`config.mk`:
```
export PLATFORM = sky130hd
export DESIGN_NAME = sram_port0_arbiter
export DESIGN_NICKNAME = d
export VERILOG_FILES = /design/src/rtl/sram_ctrl_pkg.sv /design/src/rtl/sram_rr_arbiter2.sv /design/src/rtl/sram_port0_arbiter.sv
export SDC_FILE = /design/constraint.sdc
export NUM_CORES = 1
export LEC_CHECK = 0
export ABC_AREA = 1
export CORE_UTILIZATION = 35
export DETAILED_ROUTE_END_ITERATION = 10
export GPL_ROUTABILITY_DRIVEN = 0
export GPL_TIMING_DRIVEN = 0
export PLACE_DENSITY = 0.72
export SYNTH_ARGS = -nofsm -noshare
export SYNTH_HDL_FRONTEND = slang
export SYNTH_HIERARCHICAL = 1
export SYNTH_SLANG_ARGS = --single-unit
```
`constraint.sdc`:
```
create_clock -name clk0 -period 3 [get_ports clk0]
set_input_delay 0.6 -clock clk0 [delete_from_list [all_inputs] [get_ports clk0]]
set_output_delay 0.6 -clock clk0 [all_outputs]
set_load 0.005 [all_outputs]
```
`src/rtl/sram_ctrl_pkg.sv`:
```
// Shared types and constants for the SRAM port controllers.
// Tags follow each macro issue so read data can be routed back.
package sram_ctrl_pkg;

  localparam int SRAM_DATA_WIDTH = 32;
  localparam int SRAM_ADDR_WIDTH = 8;
  localparam int SRAM_NUM_WMASK  = SRAM_DATA_WIDTH / 8;

  typedef enum logic {
    REQ_A = 1'b0,
    REQ_B = 1'b1
  } req_id_t;

  typedef struct packed {
    logic    is_read;
    req_id_t id;
  } sram_tag_t;

  localparam sram_tag_t TAG_IDLE = '{
    is_read: 1'b0,
    id:      REQ_A
  };

  function automatic logic tag_hit(
    input sram_tag_t t,
    input req_id_t   id
  );
    return t.is_read && (t.id == id);
  endfunction

endpackage

```
`src/rtl/sram_rr_arbiter2.sv`:
```
// Two-way round-robin grant; the pointer always names the
// requester that was not served by the most recent grant.
module sram_rr_arbiter2
  import sram_ctrl_pkg::*;
(
  input  logic clk0,
  input  logic rst0,
  input  logic a_valid,
  input  logic b_valid,
  output logic a_gnt,
  output logic b_gnt
);

  req_id_t rr_ptr;

  // No grants while reset is held.
  assign a_gnt = !rst0 && a_valid
               && (!b_valid || rr_ptr == REQ_A);
  assign b_gnt = !rst0 && b_valid
               && (!a_valid || rr_ptr == REQ_B);

  always_ff @(posedge clk0) begin
    if (rst0) begin
      rr_ptr <= REQ_A;
    end else if (a_gnt) begin
      rr_ptr <= REQ_B;
    end else if (b_gnt) begin
      rr_ptr <= REQ_A;
    end
  end

endmodule

```
`src/rtl/sram_port0_arbiter.sv`:
```
// Port-0 sequencer for the OpenRAM macro: arbitrates A/B,
// registers macro inputs and routes read data back by tag.
module sram_port0_arbiter
  import sram_ctrl_pkg::*;
#(
  parameter int DATA_WIDTH = SRAM_DATA_WIDTH,
  parameter int ADDR_WIDTH = SRAM_ADDR_WIDTH,
  parameter int NUM_WMASK  = SRAM_NUM_WMASK
) (
  input  logic                  clk0,
  input  logic                  rst0,
  input  logic                  a_valid,
  output logic                  a_ready,
  input  logic                  a_we,
  input  logic [ADDR_WIDTH-1:0] a_addr,
  input  logic [DATA_WIDTH-1:0] a_wdata,
  input  logic [NUM_WMASK-1:0]  a_wmask,
  output logic                  a_rvalid,
  output logic [DATA_WIDTH-1:0] a_rdata,
  input  logic                  b_valid,
  output logic                  b_ready,
  input  logic                  b_we,
  input  logic [ADDR_WIDTH-1:0] b_addr,
  input  logic [DATA_WIDTH-1:0] b_wdata,
  input  logic [NUM_WMASK-1:0]  b_wmask,
  output logic                  b_rvalid,
  output logic [DATA_WIDTH-1:0] b_rdata,
  output logic                  csb0,
  output logic                  web0,
  output logic [NUM_WMASK-1:0]  wmask0,
  output logic [ADDR_WIDTH-1:0] addr0,
  output logic [DATA_WIDTH-1:0] din0,
  input  logic [DATA_WIDTH-1:0] dout0
);

  logic      a_gnt;
  logic      b_gnt;
  sram_tag_t tag_q1;
  sram_tag_t tag_q2;

  sram_rr_arbiter2 u_arb (
    .clk0    (clk0),
    .rst0    (rst0),
    .a_valid (a_valid),
    .b_valid (b_valid),
    .a_gnt   (a_gnt),
    .b_gnt   (b_gnt)
  );

  assign a_ready = a_gnt;
  assign b_ready = b_gnt;

  // addr0/din0 hold when idle to avoid needless macro toggling.
  always_ff @(posedge clk0) begin
    if (rst0) begin
      csb0   <= 1'b1;
      web0   <= 1'b1;
      wmask0 <= '0;
      addr0  <= '0;
      din0   <= '0;
      tag_q1 <= TAG_IDLE;
      tag_q2 <= TAG_IDLE;
    end else begin
      tag_q2 <= tag_q1;
      unique case (1'b1)
        a_gnt: begin
          csb0   <= 1'b0;
          web0   <= !a_we;
          wmask0 <= a_we ? a_wmask : '0;
          addr0  <= a_addr;
          din0   <= a_wdata;
          tag_q1 <= '{is_read: !a_we, id: REQ_A};
        end
        b_gnt: begin
          csb0   <= 1'b0;
          web0   <= !b_we;
          wmask0 <= b_we ? b_wmask : '0;
          addr0  <= b_addr;
          din0   <= b_wdata;
          tag_q1 <= '{is_read: !b_we, id: REQ_B};
        end
        default: begin
          csb0   <= 1'b1;
          web0   <= 1'b1;
          wmask0 <= '0;
          tag_q1 <= TAG_IDLE;
        end
      endcase
    end
  end

  // dout0 is only stable around the edge two after issue.
  always_ff @(posedge clk0) begin
    if (rst0) begin
      a_rvalid <= 1'b0;
      b_rvalid <= 1'b0;
      a_rdata  <= '0;
      b_rdata  <= '0;
    end else begin
      a_rvalid <= tag_hit(tag_q2, REQ_A);
      b_rvalid <= tag_hit(tag_q2, REQ_B);
      if (tag_hit(tag_q2, REQ_A)) a_rdata <= dout0;
      if (tag_hit(tag_q2, REQ_B)) b_rdata <= dout0;
    end
  end

endmodule

```
Word level (Yosys, flattened, before mapping)
Index checks and enable logic that the tools add are counted.
W data, S select, Z words.
- bits in registers: 117
- bits of input ports: 126
- output and inout bits: 114
- logic and storage cells: 41
- multiplexer cells: 10
- bitwise logic cells: 2
- reduce and logical (&&, ||, !) cells: 15
- operator list (cell ; count):
    $pmux W32 S2 ; 1
    $pmux W8 S2 ; 1
    $mux W4 ; 2
    $pmux W4 S2 ; 1
    $logic_and A1 B1 Y1 ; 6
    $logic_not A1 Y1 ; 5
    $pmux W2 S2 ; 1
    $mux W1 ; 3
    $logic_or A1 B1 Y1 ; 2
    $not A1 Y1 ; 2
    $pmux W1 S2 ; 1
    $reduce_bool A2 Y1 ; 1
    $reduce_or A2 Y1 ; 1

Depth between registers and ports, before layout
- depth after elaboration: 5
- depth in mapped cells: 10
- depth with buffers taken out: 8

Modules after synthesis
The synthesis kept the hierarchy.
- by module, submodules not included (module ; instances ; cells each ; area an instance (sq um) ; sequential area each (sq um)):
    sram_port0_arbiter ; 1 ; 626 ; 4525.6 ; 2322.2
    sram_rr_arbiter2 ; 1 ; 11 ; 57.6 ; 20.0

Worst setup path after synthesis
OpenSTA, ideal clock, no wires.
- kind: in2reg
- start: input port rst0
- end: register din0[27]
- setup time: 0.110 ns
- arrival: 1.561 ns
- data required time: 2.890 ns
- slack: 1.330 ns
- stages on the path: 10
- path buffers: 2
- cell sequence: inv_1 > nand2_1 > nor2_1 > buf_4 > inv_4 > buf_6 > nand3_1 > nand3_1 > nand2_1 > inv_1
- longest elaborated chain between the ends: 4
- elaborated cells on any way between the ends: 7
- classes of those cells: 1 x mux; 6 x reduce/logical
- ends and longest elaborated chain (what ; RTL line ; RTL):
    start, declared ; sram_port0_arbiter.sv:11 ; input logic rst0,
    $logic_not A1 Y1 (*) ; sram_rr_arbiter2.sv:19 ; assign b_gnt = !rst0 && b_valid
    $logic_and A1 B1 Y1 (*) ; sram_rr_arbiter2.sv:19 ;
    $logic_and A1 B1 Y1 (*) ; sram_rr_arbiter2.sv:20 ; && (!a_valid || rr_ptr == REQ_B);
    net b_ready ; sram_port0_arbiter.sv:21 ; output logic b_ready,
    $pmux W32 S2 / $reduce_bool A2 Y1 (equally long branches) ; n/a ;
    end signal, assigned ; sram_port0_arbiter.sv:71 ; din0 <= a_wdata;
    end signal, assigned ; sram_port0_arbiter.sv:79 ; din0 <= b_wdata;
    end, declared ; sram_port0_arbiter.sv:32 ; output logic [DATA_WIDTH-1:0] din0,
The timed path passes the listed nets; every way through them passes the cells marked *.
A chain may end at the register's enable or synchronous reset.

Final worst setup path
- start: input port rst0
- end: output port b_ready
- longest elaborated chain between the ends: 3
- ends and longest elaborated chain (what ; RTL line):
    $logic_not A1 Y1 ; sram_rr_arbiter2.sv:19
    $logic_and A1 B1 Y1 ; sram_rr_arbiter2.sv:19
    $logic_and A1 B1 Y1 ; sram_rr_arbiter2.sv:20
    end, declared ; sram_port0_arbiter.sv:21
Every way passes these cells.

==> results.cfg <==
[status]
status = complete, no violations

[yosys]
synth_largest_area_cell = dfxtp_1
synth_area_mm2 = 0.00458
ys_seq_elements = 117
yosysWarnings = 6
synthSimpleGateAreaFrac = 0.317
synth.distinct_cells = 14
avgSynthCellArea_um2 = 7.19
synthFlopType = dfxtp_1
synth_top_family_by_area = simple AND/OR/NAND/NOR gates
synthTopCellsByCount = nor2_1 (139), nand2_1 (127), dfxtp_1 (117)
synth_mux_area_frac = 0
synth-compound-area-share = 0.0753
synth_largest_type_area_fraction = 0.511
synth_cells = 637
ys_seq_area_frac = 0.511
synthArstFlopShare = 0
synth-adder-area-share = 0
synth_most_common_cell = nor2_1
synth_area_leaders = dfxtp_1 (51%), nor2_1 (11%), nand2_1 (10%)
synth_edf_count = 0
synth_nets = 763
synth_xor_area_frac = 0

[clock_network]
cts.clk_slew.worst_paths_ns = 0.05
cts_setup_buffers = 0
tritoncts = yes
cts_buffers = 17
htree_levels = 4
cts_num_sinks = 117
root_buffer = clkbuf_16
cts_resized = 0
clock_path_buffers = 2
insertion_delay_ns = 0.42
cts_hold_buf = 0

[worst_setup_path]
crit_top_cell = clkdlybuf4s50_1
slowest_delay_ns = 0.60
required_ns = 2.40
path_cells = clkdlybuf4s50_1 > inv_1 > nand2_1 > nor2_1 > clkdlybuf4s50_1
critPathKind = in -> out
cpLargestDelayFamily = buffers and inverters
end_kind = primary output
cpMaxStageDelayCell = clkdlybuf4s50_1
critPathMaxFanout = 3
critical_path_buf_inv_count = 3
start_kind = input pin
cp.arrival_ns = 2.06

[placed_design]
dp_hpwl_mm = 10.6
port_buffers = 239
place_inst = 1048

[power_and_ir_drop]
pwr-share-comb = 0.127
seqPwrFrac = 0.388
internal-power_mw = 3.26
clkPwrFrac = 0.485
cellPowerDensity_mw_per_mm2 = 542
power.total_mw = 4.23
switching_share = 0.229
cellLeakagePower_nw = 3.34
ir_drop_mv = 0.316
p_sw_mw = 0.968

[drt]
vias_per_cell = 4.52
final_antenna_net_count = 0
vias = 4885
first_pass_iters = 4
drt_iter0_drc = 239
drc_errors = 0
wl_mm = 14.6
post_drt_wl_per_cell_um = 13.5

[floorplan]
die_w_um = 116
dieArea_mm2 = 0.0136
die_h_um = 116
start_util = 0.362
coreArea_mm2 = 0.0127
num_rows = 41
io_pins = 240

[grt]
grt_pass1_wl_mm = 22.2
grt_usage = 0.218
grt_max_degree = 17
grt_remaining_overflow = 0
antenna_found_initial = 0
grt_pass1_vias = 4506

[final_layout]
nFillCells = 1185
area_growth_pct = 70.0
num-nets-final = 1021
diodes = 0
final_layout_size_suffix_gt1_frac = 0.0672
layout.cells.non_filler = 1080

[sta]
finalCritPeriodShare = 0.886
period_needed_ns = 2.66
setup_viol = 0
fmax_ghz = 0.376
slew_headroom = 0.692
finalClockSkew_ns = 0.00831
tightest_slew_ns = 0.462
rsz0062_at_grt = no
hold_viol_final = 0
fin_tns_setup_ns = 0
maxSlewViolCount = 0

[min_path]
hold_path.class = reg -> reg

[flow_run]
maxCapViolations = 0
-- layout make-up --
class	count	area [um^2]	share of cell area
buffer	42	239	0.0307
clock inverter	12	154	0.0198
timing repair buffer	239	2390	0.307
multi-input combinational	425	1800	0.231
tap	172	215	0.0276
clock buffer	20	447	0.0573
sequential	117	2340	0.301
inverter	53	201	0.0259
-- per-layer routing --
| layer | GRT usage | vias to the layer above | part of all wire |
|---|---|---|---|
| met4 | 0.100 | 0 | 0.023 |
| met2 | 0.363 | 171 | 0.49 |
| met1 | 0.248 | 2176 | 0.41 |
| li1 | - | 2512 | - |
| met5 | 0 | - | 0 |
| met3 | 0.0784 | 26 | 0.078 |
-- worst paths after layout --
| kind | end | from | slack, ns | depth (start not counted) |
|---|---|---|---|---|
| min reg2reg | tag_q2[1] | tag_q1[1] | 0.40 | 2 |
| max reg2reg | din0[0] | u_arb/rr_ptr | 1.51 | 8 |
| max | b_ready | rst0 | 0.34 | 5 |
| min | tag_q2[1] | tag_q1[1] | 0.40 | 2 |
-- cell families after synthesis --
logic type / count (synthesis)
and+or+nand+nor: 356
buffers and inverters: 95
DFF: 117
AOI/OAI and AO/OA: 69
-- worst min-delay path: stages, from the launching register on --
cell and delay [ns]:
dfxtp_1 0.29, inv_1 0.04, nor2_1 0.03
-- through the flow --
stage                     area [um^2]  hold slack, ns   util  worst slack, ns
after global placement           7190           0.391  0.567            0.329
after floorplan                  4580           0.388      -             1.33
after global routing             7790           0.430  0.615            0.237
final                            7790           0.402  0.615            0.341
after detailed placement         7190           0.395  0.567            0.317
after CTS                        7790           0.402  0.615            0.317
-- sequential cells by signal, summed over array words and instances, names as in the netlist --
name and count:
a_rdata 32, b_rdata 32, din0 32, addr0 8, wmask0 4, tag_q1 2
tag_q2 2, a_rvalid 1, b_rvalid 1, csb0 1, u_arb/rr_ptr 1, web0 1
-- power by group through the flow --
stage	sequential, mW	combinational [mW]	clock, mW
after floorplan	1.68	0.195	0
after global placement	1.67	0.536	0
after detailed placement	1.67	0.538	0
after CTS	1.64	0.542	2.08
after global routing	1.65	0.594	2.15
final	1.64	0.536	2.05
-- placed cells by master, fill, tap and decap left out, drive strengths merged --
master / instances
nand2: 127
a21oi: 4
nor2: 140
clkbuf: 33
clkinvlp: 3
nand3: 89
clkinv: 5
bufinv: 3
dfxtp: 117
buf: 29
o21ai: 65
inv: 54
clkdlybuf4s50: 239
Note: power is estimated with default switching activity, not from simulation.
